**src/rtl/mem_arb_pkg.sv**
```systemverilog
// mem_arb_pkg: shared defaults and types for the memory port arbiter.
// Holds default widths, the read-return tag bundle and a small index helper.
package mem_arb_pkg;

    localparam int DEF_NREQ   = 2;
    localparam int DEF_ADDR_W = 4;
    localparam int DEF_DATA_W = 4;
    localparam int DEF_RD_LAT = 1;

    // Index width for the default requester count.
    localparam int IDX_W = $clog2(DEF_NREQ);

    // Tag index is sized for the largest supported requester count (8),
    // so one tag type serves every NREQ in 2..8.
    localparam int TAG_IDX_W = 3;

    typedef struct packed {
        logic                 valid;
        logic [TAG_IDX_W-1:0] idx;
    } rd_tag_t;

    // Width of a requester index for a given requester count.
    function automatic int idx_width(input int n);
        return (n > 1) ? $clog2(n) : 1;
    endfunction

endpackage

```
**src/rtl/arb_rr_pick.sv**
```systemverilog
// arb_rr_pick: combinational rotating-priority picker.
// Ports:
//   req  in  NREQ   request vector
//   ptr  in  IDX_W  index where the priority search starts
//   gnt  out NREQ   one-hot grant (zero when req is zero)
//   idx  out IDX_W  index of the granted requester (0 when none)
module arb_rr_pick #(
    parameter int NREQ  = 2,
    parameter int IDX_W = 1
) (
    input  logic [NREQ-1:0]  req,
    input  logic [IDX_W-1:0] ptr,
    output logic [NREQ-1:0]  gnt,
    output logic [IDX_W-1:0] idx
);

    logic found;
    int   j;

    always_comb begin
        gnt   = '0;
        idx   = '0;
        found = 1'b0;
        j     = 0;
        for (int k = 0; k < NREQ; k++) begin
            // Walk requesters starting at ptr, wrapping at NREQ.
            j = int'(ptr) + k;
            if (j >= NREQ) begin
                j = j - NREQ;
            end
            if (!found && req[j]) begin
                gnt[j] = 1'b1;
                idx    = IDX_W'(j);
                found  = 1'b1;
            end
        end
    end

endmodule

```
**src/rtl/mem_port_arbiter.sv**
```systemverilog
// mem_port_arbiter: shares one single-port memory among NREQ requesters.
// One access per cycle through a registered command stage; reads are
// returned to their issuer through a tag pipeline of depth RD_LAT+1.
// Config macro: MEM_ARB_ROUND_ROBIN_EN selects round-robin arbitration;
// when undefined, fixed priority (lowest index wins) and no pointer register.
// Ports:
//   clk, rst                 clock, synchronous active-high reset
//   req, req_we              per-requester valid and write-enable
//   req_addr, req_wdata      packed per-requester address and write data
//   gnt                      one-hot combinational grant
//   rvalid, rdata            one-hot read-return strobe and read data
//   ena, wea, addra, dina    memory command outputs
//   douta                    memory read data
module mem_port_arbiter
    import mem_arb_pkg::*;
#(
    parameter int NREQ   = DEF_NREQ,
    parameter int ADDR_W = DEF_ADDR_W,
    parameter int DATA_W = DEF_DATA_W,
    parameter int RD_LAT = DEF_RD_LAT
) (
    input  logic                   clk,
    input  logic                   rst,
    input  logic [NREQ-1:0]        req,
    input  logic [NREQ-1:0]        req_we,
    input  logic [NREQ*ADDR_W-1:0] req_addr,
    input  logic [NREQ*DATA_W-1:0] req_wdata,
    output logic [NREQ-1:0]        gnt,
    output logic [NREQ-1:0]        rvalid,
    output logic [DATA_W-1:0]      rdata,
    output logic                   ena,
    output logic                   wea,
    output logic [ADDR_W-1:0]      addra,
    output logic [DATA_W-1:0]      dina,
    input  logic [DATA_W-1:0]      douta
);

    localparam int PW = idx_width(NREQ);

    logic [NREQ-1:0]   pick_gnt;
    logic [PW-1:0]     pick_idx;
    logic [PW-1:0]     ptr;

    logic              accept;
    logic              sel_we;
    logic [ADDR_W-1:0] sel_addr;
    logic [DATA_W-1:0] sel_wdata;

    logic              ena_q,   ena_d;
    logic              wea_q,   wea_d;
    logic [ADDR_W-1:0] addra_q, addra_d;
    logic [DATA_W-1:0] dina_q,  dina_d;

    rd_tag_t [RD_LAT:0] tag_q, tag_d;

    arb_rr_pick #(
        .NREQ  (NREQ),
        .IDX_W (PW)
    ) u_pick (
        .req (req),
        .ptr (ptr),
        .gnt (pick_gnt),
        .idx (pick_idx)
    );

    // Grant is masked during reset so nothing is accepted at a reset edge.
    assign gnt    = rst ? '0 : pick_gnt;
    assign accept = |gnt;

    assign sel_we    = req_we[pick_idx];
    assign sel_addr  = req_addr[pick_idx*ADDR_W +: ADDR_W];
    assign sel_wdata = req_wdata[pick_idx*DATA_W +: DATA_W];

`ifdef MEM_ARB_ROUND_ROBIN_EN
    logic [PW-1:0] ptr_q, ptr_d;

    always_comb begin
        ptr_d = ptr_q;
        if (accept) begin
            if (pick_idx == PW'(NREQ - 1)) begin
                ptr_d = '0;
            end else begin
                ptr_d = pick_idx + PW'(1);
            end
        end
    end

    always_ff @(posedge clk) begin
        if (rst) begin
            ptr_q <= '0;
        end else begin
            ptr_q <= ptr_d;
        end
    end

    assign ptr = ptr_q;
`else
    assign ptr = '0;
`endif

    // Command stage: addra/dina hold when idle; dina also holds on reads.
    always_comb begin
        ena_d   = accept;
        wea_d   = accept && sel_we;
        addra_d = addra_q;
        dina_d  = dina_q;
        if (accept) begin
            addra_d = sel_addr;
            if (sel_we) begin
                dina_d = sel_wdata;
            end
        end
    end

    always_ff @(posedge clk) begin
        if (rst) begin
            ena_q   <= 1'b0;
            wea_q   <= 1'b0;
            addra_q <= '0;
            dina_q  <= '0;
        end else begin
            ena_q   <= ena_d;
            wea_q   <= wea_d;
            addra_q <= addra_d;
            dina_q  <= dina_d;
        end
    end

    // Tag stage 0 lines up with the command stage; the last stage lines
    // up with douta for that read.
    always_comb begin
        tag_d          = tag_q;
        tag_d[0].valid = accept && !sel_we;
        tag_d[0].idx   = TAG_IDX_W'(pick_idx);
        for (int i = 1; i <= RD_LAT; i++) begin
            tag_d[i] = tag_q[i-1];
        end
    end

    always_ff @(posedge clk) begin
        if (rst) begin
            tag_q <= '0;
        end else begin
            tag_q <= tag_d;
        end
    end

    always_comb begin
        rvalid = '0;
        for (int i = 0; i < NREQ; i++) begin
            rvalid[i] = tag_q[RD_LAT].valid &&
                        (tag_q[RD_LAT].idx == TAG_IDX_W'(i));
        end
    end

    assign rdata = douta;
    assign ena   = ena_q;
    assign wea   = wea_q;
    assign addra = addra_q;
    assign dina  = dina_q;

endmodule

```
**config.mk**
```make
export PLATFORM = sky130hd
export DESIGN_NAME = mem_port_arbiter
export DESIGN_NICKNAME = d
export VERILOG_FILES = /design/src/rtl/mem_arb_pkg.sv /design/src/rtl/arb_rr_pick.sv /design/src/rtl/mem_port_arbiter.sv
export SDC_FILE = /design/constraint.sdc
export NUM_CORES = 1
export LEC_CHECK = 0
export ABC_CLOCK_PERIOD_IN_PS = 1500
export CELL_PAD_IN_SITES_DETAIL_PLACEMENT = 0
export CELL_PAD_IN_SITES_GLOBAL_PLACEMENT = 1
export CORE_ASPECT_RATIO = 1.25
export CORE_MARGIN = 2
export CORE_UTILIZATION = 25
export CTS_CLUSTER_SIZE = 25
export DETAILED_ROUTE_END_ITERATION = 8
export PLACE_DENSITY = 0.83
export SLEW_MARGIN = 20
export SYNTH_ARGS = -nofsm -noshare
export SYNTH_HDL_FRONTEND = slang
export SYNTH_SLANG_ARGS = --single-unit
```
**constraint.sdc**
```tcl
create_clock -name clk -period 1.5 [get_ports clk]
set_input_delay 0.225 -clock clk [delete_from_list [all_inputs] [get_ports clk]]
set_output_delay 0.225 -clock clk [all_outputs]
set_load 0.01 [all_outputs]
```
==> flow_metrics.env, run 1 <==
export IMPL_status="finished, final reports clean"
export IMPL_critical_path_buf_inv_count=1
export IMPL_slew_violations=0
export IMPL_fill_cells=265
export IMPL_syn_nets=91
export IMPL_arrival_ns=1.24
export IMPL_cts_sinks=14
export IMPL_pre_cts_slack_ns=-0.199
export IMPL_place_area_mm2=0.00101
export IMPL_core_area_mm2=0.00243
export IMPL_cp_required_ns=1.27
export IMPL_synthCells=65
export IMPL_relSlewSlack=0.854
export IMPL_worstHoldPathCells=3
export IMPL_nets=130
export IMPL_root_buffer="clkbuf_4"
export IMPL_hold_class="input pin to flop"
export IMPL_via_per_inst=4.27
export IMPL_initialDrtViolationCount=3
export IMPL_antenna_found_initial=0
export IMPL_worst_slack_ns=0.0323
export IMPL_grtUsageTotal=0.118
export IMPL_final_area_mm2=0.00106
export IMPL_grt_pass1_wl_mm=2.54
export IMPL_ios=44
export IMPL_path_clk_slew_ns=0.08
export IMPL_yosysWarningCount=0
export IMPL_cts_tree="done"
export IMPL_portBuffers=35
export IMPL_fp_dieW_um=49.3
export IMPL_yosysSeqAreaShare=0.437
export IMPL_synth_distinct_cells=15
export IMPL_min_delay_start="req[0]"
export IMPL_numCtsBuffers=3
export IMPL_dr_total_vias=581
export IMPL_finalSetupViolations=0
export IMPL_drt_total_wl_mm=1.61
export IMPL_finalCritPeriodShare=0.978
export IMPL_syn_area_um2=642
export IMPL_p_leak_uw=0.000478
export IMPL_cts_htree_levels=1
export IMPL_fmax_ghz=0.681
export IMPL_num_rows=20
export IMPL_power_density_mw_per_mm2=824
export IMPL_tightest_slew_ns=0.213
export IMPL_wl_per_cell_um=11.9
export IMPL_syn_avg_cell_area_um2=9.87
export IMPL_insertion_delay_ns=0.27
export IMPL_drive_gt1_frac=0.165
export IMPL_gr_total_overflow=0
export IMPL_endpoint_kind="output port"
export IMPL_antenna_left=0
export IMPL_crit_fanout=2
export IMPL_drc_errors=0
export IMPL_grt_pass1_vias=547
export IMPL_critPathKind="flop to output port"
export IMPL_dr_pass1_iters=4
export IMPL_fin_worst_skew_ns=0.000779
export IMPL_hold_viol=0
export IMPL_cp_start_kind="flop"
export IMPL_final_util=0.437
export IMPL_syn_to_final_growth_pct=65.3
export IMPL_antenna_cells=0
export IMPL_reg2reg_slack_ns=0.65
export IMPL_rsz0062_at_grt="false"
export IMPL_ys_ff_latch=14
export IMPL_maxCapViolCount=0
export IMPL_dieArea_mm2=0.00299
export IMPL_max_vdd_ir_drop_v=0.000390
export IMPL_place_congestion=0.744
export IMPL_period_minus_slack_ns=1.47
export IMPL_worstReg2RegEnd="addra[3]"
export IMPL_cts_buffer_depth=2
export IMPL_cpLargestDelayFamily="buffers and inverters"
export IMPL_crit_slowest_cell="clkdlybuf4s50_1"
export IMPL_worstReg2RegStart="addra[3]"
export IMPL_start_util=0.264
export IMPL_chipHeight_um=60.7
export IMPL_reg2reg_depth=3
export IMPL_cpPeakStageDelay_ns=0.53
export IMPL_holdPathEnd="wea"
export IMPL_crit_chain="and2_1 -> clkdlybuf4s50_1"
export IMPL_grt_max_degree=10
export IMPL_dpl_hpwl_mm=1.30
kinds of logic (layout without fill, tap and decap cells):
logic type             Yosys count  after routing  synth area share
AOI/OAI and AO/OA                6              6            0.0702
buffers and inverters            8             46            0.0994
DFF                             14             14             0.437
muxes                           12             12             0.195
and+or+nand+nor                 25             25             0.199
Yosys cell counts (all sizes together):
cell	number	area share
mux2i	8	0.12
nand3b	1	0.012
buf	7	0.094
dfxtp	14	0.44
nor2b	5	0.049
and2	2	0.019
clkbuf	1	0.0058
nand2b	1	0.021
a221oi	4	0.055
mux2	4	0.070
nand2	2	0.016
a21oi	2	0.016
nor2	14	0.082
power breakdown:
group | leakage, µW | total (µW) | switching (µW) | internal [µW]
Combinational | 0.000342 | 204 | 73.3 | 131
Sequential | 0.000116 | 406 | 9.96 | 396
Clock | 0.0000210 | 264 | 116 | 147
Total | 0.000478 | 874 | 200 | 674
cell type report:
cell class | count | area, µm² | area share
Clock buffer | 4 | 36.3 | 0.0342
Multi-Input combinational cell | 43 | 298 | 0.281
Sequential cell | 14 | 280 | 0.264
Tap cell | 33 | 41.3 | 0.0389
Timing Repair Buffer | 42 | 405 | 0.382
sequential cells by signal, indices dropped and copies added, names as in the netlist:
register / cells
addra: 4
dina: 4
ena: 1
tag_d: 2
tag_q: 2
wea: 1
per-stage QoR:
step                      power [µW]  cells  hold WS [ns]  setup TNS [ns]
after floorplan                  512     65         0.297               0
after global placement           617    130         0.429           -1.29
after detailed placement         620    130         0.433           -1.44
after CTS                        882    134         0.450               0
after global routing             921    136         0.361               0
final                            874    136         0.326               0
how the worst max path moves through the flow:
| stage | from | slack [ns] | cells after the start | end |
|---|---|---|---|---|
| after detailed placement | req[0] | -0.20 | 5 | dina[2] |
| after floorplan | req[1] | 0.55 | 5 | dina[0] |
| after global placement | req[0] | -0.19 | 4 | gnt[1] |
| after CTS | tag_q[7] | 0.006 | 2 | rvalid[0] |
| final | tag_q[4] | 0.03 | 2 | rvalid[1] |
| after global routing | tag_q[7] | 0.0005 | 2 | rvalid[1] |
worst min-delay path, cell delays in order:
cell and delay [ns]:
dlymetal6s2s_1 0.16, nand2_1 0.11, a21oi_1 0.07
placed cells by master, fill, tap and decap left out:
cell type / count
clkdlybuf4s50_1: 31
nor2_1: 14
dfxtp_1: 14
mux2i_1: 8
buf_4: 7
nor2b_1: 5
mux2_2: 4
a221oi_1: 4
clkbuf_4: 3
and2_1: 2
a21oi_1: 2
dlymetal6s2s_1: 2
dlygate4sd2_1: 2
nand2b_4: 1
nand3b_1: 1
nand2_1: 1
nand2_2: 1
clkbuf_8: 1
per-layer routing:
layer  share of wire  vias to the layer above  global-route usage  routed length (µm)
li1                -                      292                   -                   -
met1            0.44                      257               0.132                 702
met2            0.47                       30               0.197                 753
met3           0.088                        2              0.0369                 142
met4          0.0093                        0              0.0735                  15
met5               0                        -                   0                   0
timing repair:
| action | CTS | global route |
|---|---|---|
| hold buffers | 0 | 0 |
| endpoints found under the hold margin | 0 | 0 |
| endpoints found under the setup margin | 2 | 5 |
| resized for setup | 2 | 2 |
| setup buffers | 0 | 2 |
(Power assumes the default switching activity.)
==> inputs of run 2 (changes only) <==
--- a/config.mk
+++ b/config.mk
@@ -14,6 +14,7 @@
 export CTS_CLUSTER_SIZE = 25
 export DETAILED_ROUTE_END_ITERATION = 8
 export PLACE_DENSITY = 0.83
+export RECOVER_POWER = 100
 export SLEW_MARGIN = 20
 export SYNTH_ARGS = -nofsm -noshare
 export SYNTH_HDL_FRONTEND = slang
==> flow_metrics.env, run 2 (synthesis gave the netlist of run 1 again) <==
export IMPL_core_area_mm2=0.00243
export IMPL_reg2reg_depth=3
export IMPL_antenna_found_initial=0
export IMPL_crit_chain="and2_1 -> clkdlybuf4s50_1"
export IMPL_fmax_ghz=0.681
export IMPL_crit_slowest_cell="clkdlybuf4s50_1"
export IMPL_wl_met1_um=699
export IMPL_drc_errors=0
export IMPL_fp_dieW_um=49.3
export IMPL_min_delay_start="req[0]"
export IMPL_cp_start_kind="flop"
export IMPL_syn_to_final_growth_pct=61.6
export IMPL_worstReg2RegStart="addra[1]"
export IMPL_tns_ns=0
export IMPL_dieArea_mm2=0.00299
export IMPL_finalSetupViolations=0
export IMPL_p_sw_frac=0.227
export IMPL_finalCritPeriodShare=0.978
export IMPL_rsz0062_at_grt="false"
export IMPL_layout_common_cells="29 x clkdlybuf4s50_1, 14 x nor2_1, 14 x dfxtp_1"
export IMPL_place_congestion=0.744
export IMPL_p_switching_uw=196
export IMPL_p_seq_frac=0.469
export IMPL_path_clk_slew_ns=0.08
export IMPL_area_sequential_um2=280
export IMPL_final_common_cell="clkdlybuf4s50_1"
export IMPL_critical_path_buf_inv_count=1
export IMPL_portBuffers=35
export IMPL_via_per_inst=4.26
export IMPL_top_layer="met4"
export IMPL_pwr_share_clk=0.303
export IMPL_dr_total_vias=580
export IMPL_tightest_slew_ns=0.258
export IMPL_reg2reg_slack_ns=0.65
export IMPL_initialDrtViolationCount=4
export IMPL_nets=130
export IMPL_chipHeight_um=60.7
export IMPL_cts_sinks=14
export IMPL_root_buffer="clkbuf_4"
export IMPL_cts_htree_levels=1
export IMPL_hold_slack_ns=0.306
export IMPL_multiInputGateArea_um2=290
export IMPL_route_met3_wl_um=142
export IMPL_p_leak_uw=0.000450
export IMPL_relSlewSlack=0.828
export IMPL_ios=44
export IMPL_cts_buffer_depth=2
export IMPL_dpl_hpwl_mm=1.30
export IMPL_worstHoldPathCells=3
export IMPL_holdPathEnd="wea"
export IMPL_insertion_delay_ns=0.27
export IMPL_cp_required_ns=1.27
export IMPL_maxCapViolCount=0
export IMPL_antenna_left=0
export IMPL_instances_no_fill=136
export IMPL_arrival_ns=1.24
export IMPL_cts_tree="done"
export IMPL_drt_total_wl_mm=1.61
export IMPL_critPathKind="flop to output port"
export IMPL_num_rows=20
export IMPL_grt_pass1_wl_mm=2.54
export IMPL_status="finished, final reports clean"
export IMPL_total_power_uw=865
export IMPL_power_frac_comb=0.228
export IMPL_start_util=0.264
export IMPL_hold_viol=0
export IMPL_fin_worst_skew_ns=0.000764
export IMPL_grt_pass1_vias=547
export IMPL_dp_cells=130
export IMPL_slew_violations=0
export IMPL_fill_cells=266
export IMPL_max_vdd_ir_drop_v=0.000385
export IMPL_period_minus_slack_ns=1.47
export IMPL_antenna_cells=0
export IMPL_numCtsBuffers=3
export IMPL_drive_gt1_frac=0.136
export IMPL_cpLargestDelayFamily="buffers and inverters"
export IMPL_grt_max_degree=10
export IMPL_endpoint_kind="output port"
export IMPL_worstReg2RegEnd="addra[1]"
export IMPL_crit_fanout=2
export IMPL_p_int_uw=669
export IMPL_wl_per_cell_um=11.8
export IMPL_dr_pass1_iters=4
export IMPL_gr_total_overflow=0
export IMPL_grtUsageTotal=0.118
export IMPL_met2_length_um=752
export IMPL_hold_class="input pin to flop"
export IMPL_cpPeakStageDelay_ns=0.53
export IMPL_power_density_mw_per_mm2=834
==> run 2: changes by cell type in the layout (fill, tap and decap cells not counted), sizes merged <==
cell,delta
clkbuf,+3
buf,-2
clkdlybuf4s50,-2
dlygate4sd3,+2
dlymetal6s2s,-1
==> run 2: tightest hold or removal path, stage by stage <==
cell and delay (ns):
dlymetal6s2s_1 0.15, nand2_1 0.09, a21oi_1 0.06
==> run 2: routing by layer <==
layer / vias to the layer above / track usage
li1: 292 / -
met1: 256 / 0.132
met2: 30 / 0.197
met3: 2 / 0.0369
met4: 0 / 0.0735
met5: - / 0
==> run 2: layout make-up <==
type	count	share of cell area
Tap cell	33	0.0398
Timing Repair Buffer	42	0.375
Sequential cell	14	0.270
Clock buffer	4	0.0350
Multi-Input combinational cell	43	0.280
==> run 2: power by group through the flow <==
stage | logic (µW) | clock network [µW] | registers (µW)
3_5_place_dp | 205 | 0 | 415
6_report | 198 | 262 | 406
5_1_grt | 215 | 290 | 409
4_1_cts | 204 | 272 | 407
2_1_floorplan | 87.8 | 0 | 424
3_3_place_gp | 203 | 0 | 414
==> run 2: how the worst max path moves through the flow <==
| stage | end | slack [ns] | cells after the start | start |
|---|---|---|---|---|
| finish | rvalid[1] | 0.03 | 2 | tag_q[4] |
| global route | rvalid[1] | 0.0005 | 2 | tag_q[7] |
| floorplan | dina[0] | 0.55 | 5 | req[1] |
| CTS | rvalid[0] | 0.006 | 2 | tag_q[7] |
| global placement | gnt[1] | -0.19 | 4 | req[0] |
| detailed placement | dina[2] | -0.20 | 5 | req[0] |
==> run 2: repair_timing <==
item | in CTS | in global routing
endpoints found under the setup margin | 2 | 5
setup buffers | 0 | 2
hold buffers | 0 | 0
endpoints found under the hold margin | 0 | 0
resized for setup | 2 | 2
==> run 2: stage by stage <==
step	cell area, µm²	setup slack (ns)	utilization
after floorplan	642	0.547	-
after global placement	1010	-0.195	0.415
after detailed placement	1010	-0.199	0.415
after CTS	1040	0.00583	0.429
after global routing	1040	0.000496	0.427
final	1040	0.0326	0.427
